### config.mk
export PLATFORM = sky130hd
export DESIGN_NAME = mips_cpu_bus_arbiter
export DESIGN_NICKNAME = d
export VERILOG_FILES = /design/src/rtl/mips_cpu_bus_pkg.sv /design/src/rtl/mips_cpu_arb_select.sv /design/src/rtl/mips_cpu_bus_arbiter.sv
export SDC_FILE = /design/constraint.sdc
export NUM_CORES = 1
export LEC_CHECK = 0
export ABC_AREA = 1
export ABC_CLOCK_PERIOD_IN_PS = 1250
export CAP_MARGIN = 30
export CORE_AREA = 4 4 104 106
export DETAILED_ROUTE_END_ITERATION = 8
export DIE_AREA = 0 0 108 110
export DONT_BUFFER_PORTS = 1
export GPL_TIMING_DRIVEN = 0
export PLACE_DENSITY = 0.31
export SLEW_MARGIN = 40
export SYNTH_ARGS = -nofsm -noshare
export SYNTH_HDL_FRONTEND = slang
export SYNTH_SLANG_ARGS = --single-unit
### constraint.sdc
create_clock -name clk -period 1.25 [get_ports clk]
set_input_delay 0.125 -clock clk [delete_from_list [all_inputs] [get_ports clk]]
set_output_delay 0.125 -clock clk [all_outputs]
set_load 0.01 [all_outputs]
### src/rtl/mips_cpu_bus_pkg.sv
// ============================================================================
// Module      : mips_cpu_bus_pkg
// Description : Shared types and owner encodings for the CPU bus arbiter.
// Revision    : 1.0 - initial release
// ============================================================================
`default_nettype none

package mips_cpu_bus_pkg;

    localparam logic [1:0] C_OWNER_NONE = 2'b00;
    localparam logic [1:0] C_OWNER_I    = 2'b01;
    localparam logic [1:0] C_OWNER_D    = 2'b10;

    // Last-served encoding: low means the instruction port was served last.
    localparam logic       C_LAST_I     = 1'b0;

    // State codes equal the owner codes so the state register drives owner directly.
    typedef enum logic [1:0] {
        IDLE  = C_OWNER_NONE,
        OWN_I = C_OWNER_I,
        OWN_D = C_OWNER_D
    } state_t;

endpackage : mips_cpu_bus_pkg

`default_nettype wire

### src/rtl/mips_cpu_arb_select.sv
// ============================================================================
// Module      : mips_cpu_arb_select
// Description : Combinational next-grant picker; on a tie the port that was
//               not served last wins.
// Revision    : 1.0 - initial release
// ============================================================================
`default_nettype none

module mips_cpu_arb_select
    import mips_cpu_bus_pkg::*;
(
    input  logic [1:0] requests,     // [1] data port, [0] instruction port
    input  logic       last_served,
    output state_t     grant
);

    always_comb begin
        grant = IDLE;
        case (requests)
            2'b11:   grant = (last_served == C_LAST_I) ? OWN_D : OWN_I;
            2'b10:   grant = OWN_D;
            2'b01:   grant = OWN_I;
            default: grant = IDLE;
        endcase
    end

endmodule : mips_cpu_arb_select

`default_nettype wire

### src/rtl/mips_cpu_bus_arbiter.sv
// ============================================================================
// Module      : mips_cpu_bus_arbiter
// Description : Arbitrates instruction and data Avalon ports onto one master.
//               Define MIPS_CPU_ARB_RR_EN for round-robin tie breaking.
// Revision    : 1.0 - initial release
// ============================================================================
`default_nettype none

module mips_cpu_bus_arbiter
    import mips_cpu_bus_pkg::*;
#(
    parameter int ADDR_W = 32,
    parameter int DATA_W = 32,
    parameter int BE_W   = DATA_W / 8
) (
    input  logic              clk,
    input  logic              reset,
    // instruction port
    input  logic              i_read,
    input  logic [ADDR_W-1:0] i_address,
    output logic [DATA_W-1:0] i_readdata,
    output logic              i_waitrequest,
    // data port
    input  logic              d_read,
    input  logic              d_write,
    input  logic [ADDR_W-1:0] d_address,
    input  logic [DATA_W-1:0] d_writedata,
    input  logic [BE_W-1:0]   d_byteenable,
    output logic [DATA_W-1:0] d_readdata,
    output logic              d_waitrequest,
    // shared master
    output logic [ADDR_W-1:0] mem_address,
    output logic              memread,
    output logic              memwrite,
    output logic [DATA_W-1:0] memwritedata,
    output logic [BE_W-1:0]   byteenable,
    input  logic              waitrequest,
    input  logic [DATA_W-1:0] memreaddata,
    output logic [1:0]        owner
);

    state_t r_state;
    state_t w_next;
    state_t w_grant;
    logic   w_d_req;
    logic   w_owner_req;
    logic   w_complete;
    logic   w_idle_last;
    logic   w_pick_last;

    assign w_d_req     = d_read | d_write;
    assign w_owner_req = ((r_state == OWN_I) & i_read) | ((r_state == OWN_D) & w_d_req);
    assign w_complete  = w_owner_req & ~waitrequest;

`ifdef MIPS_CPU_ARB_RR_EN
    logic r_last_served;

    always_ff @(posedge clk or posedge reset) begin
        if (reset) begin
            r_last_served <= C_LAST_I;
        end else if (w_complete) begin
            r_last_served <= (r_state == OWN_D);
        end
    end

    assign w_idle_last = r_last_served;
`else
    // Pretending the instruction port was served last yields fixed data priority.
    assign w_idle_last = C_LAST_I;
`endif

    // After a completion the current owner counts as last served, so the other
    // requesting port is handed the bus without an idle bubble.
    assign w_pick_last = (r_state == IDLE) ? w_idle_last : (r_state == OWN_D);

    mips_cpu_arb_select u_select (
        .requests    ({w_d_req, i_read}),
        .last_served (w_pick_last),
        .grant       (w_grant)
    );

    always_ff @(posedge clk or posedge reset) begin
        if (reset) begin
            r_state <= IDLE;
        end else begin
            r_state <= w_next;
        end
    end

    always_comb begin
        w_next = r_state;
        case (r_state)
            IDLE: w_next = w_grant;
            OWN_I, OWN_D: begin
                if (!w_owner_req) begin
                    w_next = IDLE;
                end else if (w_complete) begin
                    w_next = w_grant;
                end
            end
            default: w_next = IDLE;
        endcase
    end

    always_comb begin
        mem_address  = '0;
        memread      = 1'b0;
        memwrite     = 1'b0;
        memwritedata = '0;
        byteenable   = '0;
        case (r_state)
            OWN_I: begin
                mem_address = i_address;
                memread     = i_read;
                byteenable  = '1;
            end
            OWN_D: begin
                mem_address  = d_address;
                memread      = d_read & ~d_write;
                memwrite     = d_write;
                memwritedata = d_writedata;
                byteenable   = d_byteenable;
            end
            default: ;
        endcase
    end

    assign i_waitrequest = i_read  & ((r_state != OWN_I) | waitrequest);
    assign d_waitrequest = w_d_req & ((r_state != OWN_D) | waitrequest);

    assign i_readdata = memreaddata;
    assign d_readdata = memreaddata;
    assign owner      = r_state;

endmodule : mips_cpu_bus_arbiter

`default_nettype wire

==> results of run 1 <==
[worst max-delay path, stage by stage (launching register included)]
cell and delay (ns):
dfrtp_2 0.46, inv_2 0.06, buf_4 0.15, ha_4 0.31, inv_12 0.06, buf_12 0.16, a21oi_4 0.15
[cell families after synthesis]
family                     count (synthesis)  synth area share [%]
AOI/OAI and AO/OA                         41                  13.6
adders and majority gates                  5                  4.04
buffers and inverters                    125                  49.2
DFF                                        2                  3.23
and+or+nand+nor                          119                  30.0
[layer usage]
metal | global-route usage, % | share of wire, %
met1 | 11.5 | 34
met2 | 19.6 | 56
met4 | 1.17 | 0.33
met3 | 2.74 | 10
met5 | 0 | 0
[metrics by stage]
stage                     setup WS [ns]  power (mW)
final                            -0.442        6.61
after global routing             -0.521        7.16
after CTS                        -0.453        6.51
after detailed placement         -0.358        4.14
after global placement           -0.350        4.14
after floorplan                 -0.0782        3.36
[synthesized netlist by cell type, drive strengths merged]
cell type / number
buf: 79
a21oi: 39
dfrtp: 2
inv: 46
ha: 5
o21a: 2
nand3: 4
nand2: 115
[layout make-up]
| type | instances | area share (%) |
|---|---|---|
| inverter | 46 | 7.28 |
| clock buffer | 3 | 1.57 |
| timing repair buffer | 17 | 7.70 |
| multi-input combinational | 165 | 48.8 |
| buffer | 78 | 26.3 |
| tap | 133 | 6.32 |
| sequential | 2 | 2.00 |
[timing repair]
item	4_1_cts	5_1_grt
setup buffers	12	0
resized for setup	80	21
hold endpoints to repair	2	0
hold buffers	1	0
pin swaps	9	11
endpoints found under the setup margin	74	74
gates cloned	3	1
[path summary, 6_finish.rpt]
check / slack, ns / cells after the start / start / to
setup / recovery: -0.44 / 6 / owner[0] / mem_address[30]
hold / removal: 0.16 / 4 / i_read / owner[0]
setup reg to reg: -0.40 / 11 / owner[0] / owner[0]
hold reg to reg: 0.64 / 2 / owner[0] / owner[0]
max in group asynchronous: 0.92 / 2 / reset / owner[0]
min in group asynchronous: 0.20 / 2 / reset / owner[1]
[power groups by stage]
stage          clock [mW]  sequential (mW)  combinational (mW)
2_1_floorplan           0            0.166                3.19
3_3_place_gp            0            0.188                3.95
3_5_place_dp            0            0.191                3.95
4_1_cts             0.266            0.200                6.05
5_1_grt             0.277            0.210                6.67
6_report            0.260            0.198                6.16
==> flow_summary.yaml, run 1 <==
power:
  p_leak_nw: 1.23
  p_per_area_nw_per_um2: 2510
  internal_power_mw: 2.89
  irDropWorstVdd_v: 0.000883
  clock_power_share_pct: 3.9
  netSwitchingFraction_pct: 56.3
  power.switching_mw: 3.72
  combPwrFrac_pct: 93.1
  p_seq_share_pct: 3.0
timing:
  setup_violations: 74
  slew_headroom_pct: 85.5
  finalHoldViolCount: 0
  final.setup_skew_ns: 0.00361
  tns_ns: -28.88
  fmax_ghz: 0.591
  layout_setup_ws_ns: -0.442
  tightest_slew_ns: 0.218
  rsz0062_at_grt: "yes"
  slew_viol_final: 0
  min_period_ns: 1.69
  fin_crit_sh_pct: 135
  holdWs_ns: 0.164
cells_and_area:
  final_cells: 444
  largest_register_ffs: 2
  fillerInstances: 1067
  fin_area_um2: 2630
  seqCellArea_um2: 52.6
  diodes: 0
  final_cell_mix: "93 x nand2_1, 73 x buf_4, 37 x inv_1, 37 x a21oi_4, 17 x nand2_2"
  syn_to_final_growth_pct: 69.9
  multiInputGateArea_um2: 1280
  fin_util_pct: 26.9
  final_common_cell: "nand2_1"
  nets: 456
  drive_above_1_share_pct: 55.3
yosys:
  synth_cell_type_count: 13
  synth_area_leaders: "buf_4 34%, nand2_1 27%, a21oi_1 13%"
  synth_nets: 435
  synth_warnings: 0
  synth.top_cell.area_share_pct: 33.9
  ys_ff_latch: 2
  syn-cell-area_um2: 1550
  synth_seq_area_share_pct: 3.23
  syn_avg_cell_area_um2: 5.30
  synth_top_area_cell: "buf_4"
  synth_cells: 292
run_status:
  status: "complete, but fails checks"
  violations: "setup timing"
floorplanning:
  die_h_um: 110
  dieWidth_um: 108
  ios: 276
  rows: 36
  dieArea_um2: 11900
  fp.coreArea_um2: 9770
  start_util_pct: 15.8
global_routing:
  first_global_vias: 1782
  grt.total_usage_pct: 10.2
  grt_pass1_wl_um: 9520
  grt_max_degree: 11
  overflow: 0
  antenna_found_initial: 0
placed_design:
  detailed_place.area_um2: 1950
  dp.cells: 425
  io_buffers: 0
  hpwl_um: 5810
  gp_congestion: 0.665
cts:
  cts_max_level: 1
  insertion_delay_ns: 0.21
  cts_tree: "done"
  clock_sinks: 2
  clockBufferDepth: 2
  clk_pin_slew_ns: 0.03
  numCtsBuffers: 3
  clk_root_buffer_cell: "clkbuf_8"
worst_setup_path:
  critPathKind: "register to output port"
  critPathLaunchType: "register"
  cp_data_required_time_ns: 1.12
  worstSetupEndpointType: "output port"
  crit_arrival_ns: 1.57
  worst-path-max-fanout: 10
routing:
  vias: 1759
  wire_per_inst_um: 16.1
  drtPass1Iterations: 4
  drtIter0Drc: 47
  routed_wl_um: 7170
  drc: 0
  final_antenna_net_count: 0
  via_per_inst: 3.96
min_path:
  min_path_type: "input port to register"
job:
  maxCapViolations: 0
(Power assumes the default switching activity.)
==> inputs of run 2 (changes only) <==
--- a/config.mk
+++ b/config.mk
@@ -14,6 +14,7 @@
 export DONT_BUFFER_PORTS = 1
 export GPL_TIMING_DRIVEN = 0
 export PLACE_DENSITY = 0.31
+export SETUP_SLACK_MARGIN = 0.5
 export SLEW_MARGIN = 40
 export SYNTH_ARGS = -nofsm -noshare
 export SYNTH_HDL_FRONTEND = slang
==> run 2 against run 1 <==
The run still ends with setup timing left. Die area unchanged. Register-to-register slack improved by 0.05 ns. Global-route usage increased by 0.20 points. Via count increased by 1.5%. Sequential power about the same. Combinational power increased by 15%. Sequential cell count unchanged. Clock skew decreased by 0.0020 ns. Clock-buffer cell count unchanged. First-iteration DRC count decreased by 2.1%. Critical path type unchanged.
==> flow_summary.yaml, run 2 (synthesis results as in run 1) <==
run_status:
  status: "complete, but fails checks"
  violations: "setup timing"
cts:
  clk_pin_slew_ns: 0.03
  cts_max_level: 1
  insertion_delay_ns: 0.21
  clock_sinks: 2
  numCtsBuffers: 3
  clockBufferDepth: 2
  cts_tree: "done"
  clk_root_buffer_cell: "clkbuf_8"
power:
  finalPower_mw: 7.54
  p_leak_nw: 1.36
  p_per_area_nw_per_um2: 2560
  irDropWorstVdd_v: 0.00105
floorplanning:
  dieWidth_um: 108
  start_util_pct: 15.8
  die_h_um: 110
  ios: 276
  dieArea_um2: 11900
  rows: 36
  fp.coreArea_um2: 9770
placed_design:
  hpwl_um: 5900
  gp_congestion: 0.621
  io_buffers: 0
  place_ws_ns: -0.331
timing:
  min_period_ns: 1.67
  setup_violations: 74
  fmax_ghz: 0.598
  final.setup_skew_ns: 0.00165
  slew_viol_final: 0
  tightest_slew_ns: 0.217
  layout_setup_ws_ns: -0.422
  slew_headroom_pct: 85.5
  fin_crit_sh_pct: 134
  finalHoldViolCount: 0
  rsz0062_at_grt: "yes"
job:
  maxCapViolations: 0
routing:
  vias: 1786
  routed_wl_um: 7540
  via_per_inst: 3.99
  final_antenna_net_count: 0
  drtIter0Drc: 46
  drc: 0
  wire_per_inst_um: 16.8
  drtPass1Iterations: 4
global_routing:
  grt.total_usage_pct: 10.4
  grt_pass1_wl_um: 9740
  overflow: 0
  grt_max_degree: 11
  first_global_vias: 1787
  antenna_found_initial: 0
cells_and_area:
  largest_register_ffs: 2
  final_cell_mix: "74 x nand2_1, 70 x buf_4, 36 x a21oi_4, 28 x nand2_4, 26 x inv_4"
  drive_above_1_share_pct: 71.4
  nets: 460
  fillerInstances: 1067
  diodes: 0
  final_common_cell: "nand2_1"
  syn_to_final_growth_pct: 90.4
worst_setup_path:
  cp_data_required_time_ns: 1.12
  crit_arrival_ns: 1.55
  worst-path-max-fanout: 10
  critPathLaunchType: "register"
  critPathKind: "register to output port"
  worstSetupEndpointType: "output port"
min_path:
  min_path_type: "input port to register"
==> run 2: cell count changes in the layout (fill, tap and decap cells not counted), moves of 4 or more <==
| cell | previous run | this run |
|---|---|---|
| nand2_4 | 5 | 28 |
| inv_1 | 37 | 7 |
| inv_2 | 6 | 11 |
| nand2_2 | 17 | 13 |
| inv_4 | 1 | 26 |
| nand2_1 | 93 | 74 |
==> run 2: layer usage <==
layer,vias up,global-route usage [%],routed length [um]
li1,853,-,-
met1,818,11.9,2470
met2,113,20.6,4380
met3,2,1.69,678
met4,0,1.35,8
met5,-,0,0
==> run 2: layout make-up <==
type,count,area (um^2),share of cell area [%]
buffer,79,716,24.3
clock buffer,3,41.3,1.40
inverter,46,254,8.61
multi-input combinational,165,1430,48.5
timing repair buffer,20,288,9.76
sequential,2,52.6,1.78
tap,133,166,5.64
==> run 2: worst paths after layout <==
check / startpoint / to / slack [ns] / cells past startpoint
max: owner[0] / mem_address[20] / -0.42 / 6
max reg2reg: owner[0] / owner[0] / -0.35 / 11
min: i_read / owner[0] / 0.17 / 4
min reg2reg: owner[1] / owner[1] / 0.64 / 2
min in group asynchronous: reset / owner[0] / 0.21 / 2
max in group asynchronous: reset / owner[1] / 0.92 / 2
==> run 2: power breakdown <==
group | switching [mW] | internal, mW | total [mW]
clock network | 0.0451 | 0.203 | 0.248
registers | 0.0969 | 0.102 | 0.199
logic | 4.00 | 3.09 | 7.09
==> run 2: stage by stage <==
stage          cells  utilization (%)  TNS, ns  hold WS, ns  area, um^2
6_report         448             30.2   -27.26        0.174        2950
5_1_grt          448             30.2   -32.43        0.189        2950
4_1_cts          446             28.1   -28.63        0.176        2740
3_5_place_dp     425             19.9   -17.88       -0.125        1950
3_3_place_gp     425             19.9   -16.77       -0.123        1950
2_1_floorplan    292                -    -3.51       -0.134        1780
==> run 2: repair_timing <==
item,CTS,global route
pin swaps,14,6
hold buffers,1,0
cloned,5,0
endpoints found under the setup margin,76,76
resized for setup,157,50
endpoints found under the hold margin,2,0
buffers inserted,12,2
==> run 2: critical path, cell delays in order (launching register included) <==
cell     delay (ns)
dfrtp_2        0.46
inv_4          0.07
buf_6          0.12
ha_4           0.30
inv_12         0.06
buf_12         0.16
a21oi_4        0.16
==> inputs of run 3 (changes only) <==
--- a/config.mk
+++ b/config.mk
@@ -5,15 +5,14 @@
 export SDC_FILE = /design/constraint.sdc
 export NUM_CORES = 1
 export LEC_CHECK = 0
-export ABC_AREA = 1
 export ABC_CLOCK_PERIOD_IN_PS = 1250
 export CAP_MARGIN = 30
-export CORE_AREA = 4 4 104 106
+export CORE_AREA = 4 4 106 108
 export DETAILED_ROUTE_END_ITERATION = 8
-export DIE_AREA = 0 0 108 110
+export DIE_AREA = 0 0 110 112
 export DONT_BUFFER_PORTS = 1
 export GPL_TIMING_DRIVEN = 0
-export PLACE_DENSITY = 0.31
+export PLACE_DENSITY = 0.3
 export SETUP_SLACK_MARGIN = 0.5
 export SLEW_MARGIN = 40
 export SYNTH_ARGS = -nofsm -noshare
==> run 3 against run 2 <==
Clock power rose by 2%. Synthesized cell count decreased by 27%. Synthesized area shrank 2.4%. Sequential power barely moved. Die area grew 3.7%. Largest power group unchanged. Power shrank 2.5%. Non-clock buffer count decreased by 2. Via count decreased by 12%. Critical path depth decreased by 1. The run still ends with setup timing left. Fmax decreased by 2.9%.
==> flow_summary.yaml, run 3 <==
cts:
  clockBufferDepth: 2
  cts_tree: "done"
  cts_max_level: 1
  clk_pin_slew_ns: 0.03
  clk_root_buffer_cell: "clkbuf_8"
  numCtsBuffers: 3
  clock_sinks: 2
  insertion_delay_ns: 0.21
yosys:
  yosys.area_share.simple_pct: 30.6
  synth.top_cell.area_share_pct: 31.8
  synth_seq_area_share_pct: 3.31
  synth_xor_area_share_pct: 0
  synth_mux_area_share_pct: 0
  yosysMostFrequentCell: "buf_4"
  synth_compound_area_share_pct: 24.2
  synth_edf_count: 0
  ys_ff_latch: 2
  synth_top_family_by_area: "buffers and inverters"
  synth_cells: 213
  synth_warnings: 0
  synth_nets: 356
  synth_commonest_cells: "64 x buf_4, 35 x and2_1, 32 x a22oi_1"
  synth_cell_type_count: 23
  synthArstFlopShare_pct: 100
  synth_area_leaders: "buf_4 32%, a22oi_1 16%, and2_1 14%"
  synth_flop_cell: "dfrtp_1"
  synth_top_area_cell: "buf_4"
  syn_avg_cell_area_um2: 7.10
  syn-cell-area_um2: 1510
  synth-adder-area-share_pct: 4.14
worst_setup_path:
  critPathCapture: "memread"
  critPathLaunchType: "register"
  path_cells: "inv_4, ha_4, bufbuf_16, and3b_1, o21a_4"
  startpoint: "owner[0]"
  crit_arrival_ns: 1.60
  rrSetupSlack_ns: -0.41
  rr_worst_depth: 6
  slowest_stage: "dfrtp_2"
  critPathKind: "register to output port"
  worstSetupEndpointType: "output port"
  worst_path_largest_cell_delay_ns: 0.47
  worst-path-max-fanout: 7
  r2r_start: "owner[0]"
  rr_endpoint: "owner[0]"
  cp_data_required_time_ns: 1.12
global_routing:
  grt_pass1_wl_um: 9250
  first_global_vias: 1491
  grt_use_met1_pct: 9.83
  gr-usage-met2_pct: 20.6
  overflow: 0
  top_usage_layer: "met2"
  grt.total_usage_pct: 9.85
  grt_max_degree: 11
  antenna_found_initial: 0
  gr-usage-met3_pct: 1.80
routing:
  wire_per_inst_um: 20.1
  drtIter0Drc: 28
  routed_wl_um: 7410
  drc: 0
  final_antenna_net_count: 0
  vias: 1575
  via_per_inst: 4.27
  drtPass1Iterations: 4
timing:
  fin_crit_sh_pct: 138
  tightest_slew_ns: 0.334
  slew_headroom_pct: 77.6
  fmax_ghz: 0.581
  slew_viol_final: 0
  setup_violations: 74
  min_period_ns: 1.72
  layout_setup_ws_ns: -0.471
  finalHoldViolCount: 0
  rsz0062_at_grt: "yes"
  final.setup_skew_ns: 0.00451
cells_and_area:
  final_cell_mix: "68 x buf_4, 34 x and2_4, 27 x a22oi_2, 25 x nor2b_4, 9 x clkbuf_16"
  syn_to_final_growth_pct: 84.7
  multiInputGateArea_um2: 1430
  seqCellArea_um2: 52.6
  fillerInstances: 1063
  nets: 378
  diodes: 0
  fin_util_pct: 27.3
  final_common_cell: "buf_4"
  largest_register_ffs: 2
  drive_above_1_share_pct: 90.1
power:
  finalPower_mw: 7.35
  p_per_area_nw_per_um2: 2630
  p_leak_nw: 1.16
  irDropWorstVdd_v: 0.000718
run_status:
  status: "complete, but fails checks"
  violations: "setup timing"
floorplanning:
  dieArea_um2: 12300
  fp.coreArea_um2: 10200
  dieWidth_um: 110
  die_h_um: 112
  start_util_pct: 14.8
  ios: 276
  rows: 37
job:
  maxCapViolations: 0
min_path:
  min_path_type: "input port to register"
placed_design:
  gp_congestion: 0.673
  hpwl_um: 6190
  io_buffers: 0
  place_ws_ns: -0.375
[run 3: cell count changes in the layout (fill, tap and decap cells not counted), moves of 9 or more]
cell / previous run / this run
and2_4: 0 / 34
a21oi_4: 36 / 3
inv_2: 11 / 0
nand2_1: 74 / 0
nand2_2: 13 / 0
a22oi_2: 0 / 27
clkbuf_16: 0 / 9
inv_4: 26 / 2
nor2b_4: 0 / 25
nand2_4: 28 / 0
[run 3: how the worst min path moves through the flow]
| stage | slack, ns | cells after the start | from | to |
|---|---|---|---|---|
| after floorplan | -0.13 | 1 | reset | owner[0] |
| after global placement | -0.12 | 1 | reset | owner[1] |
| after detailed placement | -0.13 | 1 | reset | owner[1] |
| after CTS | 0.12 | 2 | i_read | owner[0] |
| after global routing | 0.12 | 2 | i_read | owner[0] |
| final | 0.11 | 2 | i_read | owner[0] |
[run 3: timing repair]
item                                   in CTS  in global routing
buffers inserted                            3                  3
cloned                                      8                  2
hold buffers                                1                  0
pin swaps                                   5                  2
setup endpoints to repair                  76                 76
endpoints found under the hold margin       2                  0
resized for setup                          99                 19
[run 3: logic make-up (layout without fill, tap and decap cells)]
kind of cell | after synthesis | after routing
and+or+nand+nor | 73 | 73
adders and majority gates | 5 | 5
buffers and inverters | 84 | 104
DFF | 2 | 2
AOI/OAI and AO/OA | 49 | 49
[run 3: critical path, delay by kind of cell (launching register included)]
kind / cells / cell delay, ns
AND/OR/NAND/NOR: 1 / 0.18
flip-flops: 1 / 0.47
buffers and inverters: 2 / 0.35
AO/OA/AOI/OAI: 1 / 0.21
adder cells (fa/ha/maj): 1 / 0.17
[run 3: layer usage]
metal  vias up  share of wire [%]
met4         0                  0
li1        695                  -
met1       735                 31
met5         -                  0
met2       145                 58
met3         0                 11
[run 3: power breakdown]
| part | internal [mW] | switching (mW) | leakage, nW |
|---|---|---|---|
| sequential | 0.101 | 0.0966 | 0.0231 |
| combinational | 4.07 | 2.84 | 1.12 |
| clock | 0.204 | 0.0502 | 0.0216 |
[run 3: through the flow]
stage / hold WS [ns] / setup TNS [ns] / cells / instance area, um^2
2_1_floorplan: -0.134 / -6.22 / 213 / 1850
3_3_place_gp: -0.123 / -21.33 / 349 / 2020
3_5_place_dp: -0.129 / -21.01 / 349 / 2020
4_1_cts: 0.117 / -30.88 / 364 / 2640
5_1_grt: 0.123 / -33.17 / 369 / 2790
6_report: 0.112 / -28.57 / 369 / 2790
[run 3: layout make-up]
cell class	count	area share [%]
tap	136	6.10
buffer	80	28.7
inverter	4	0.717
clock buffer	3	1.48
multi-input combinational	127	51.1
timing repair buffer	17	9.95
sequential	2	1.88
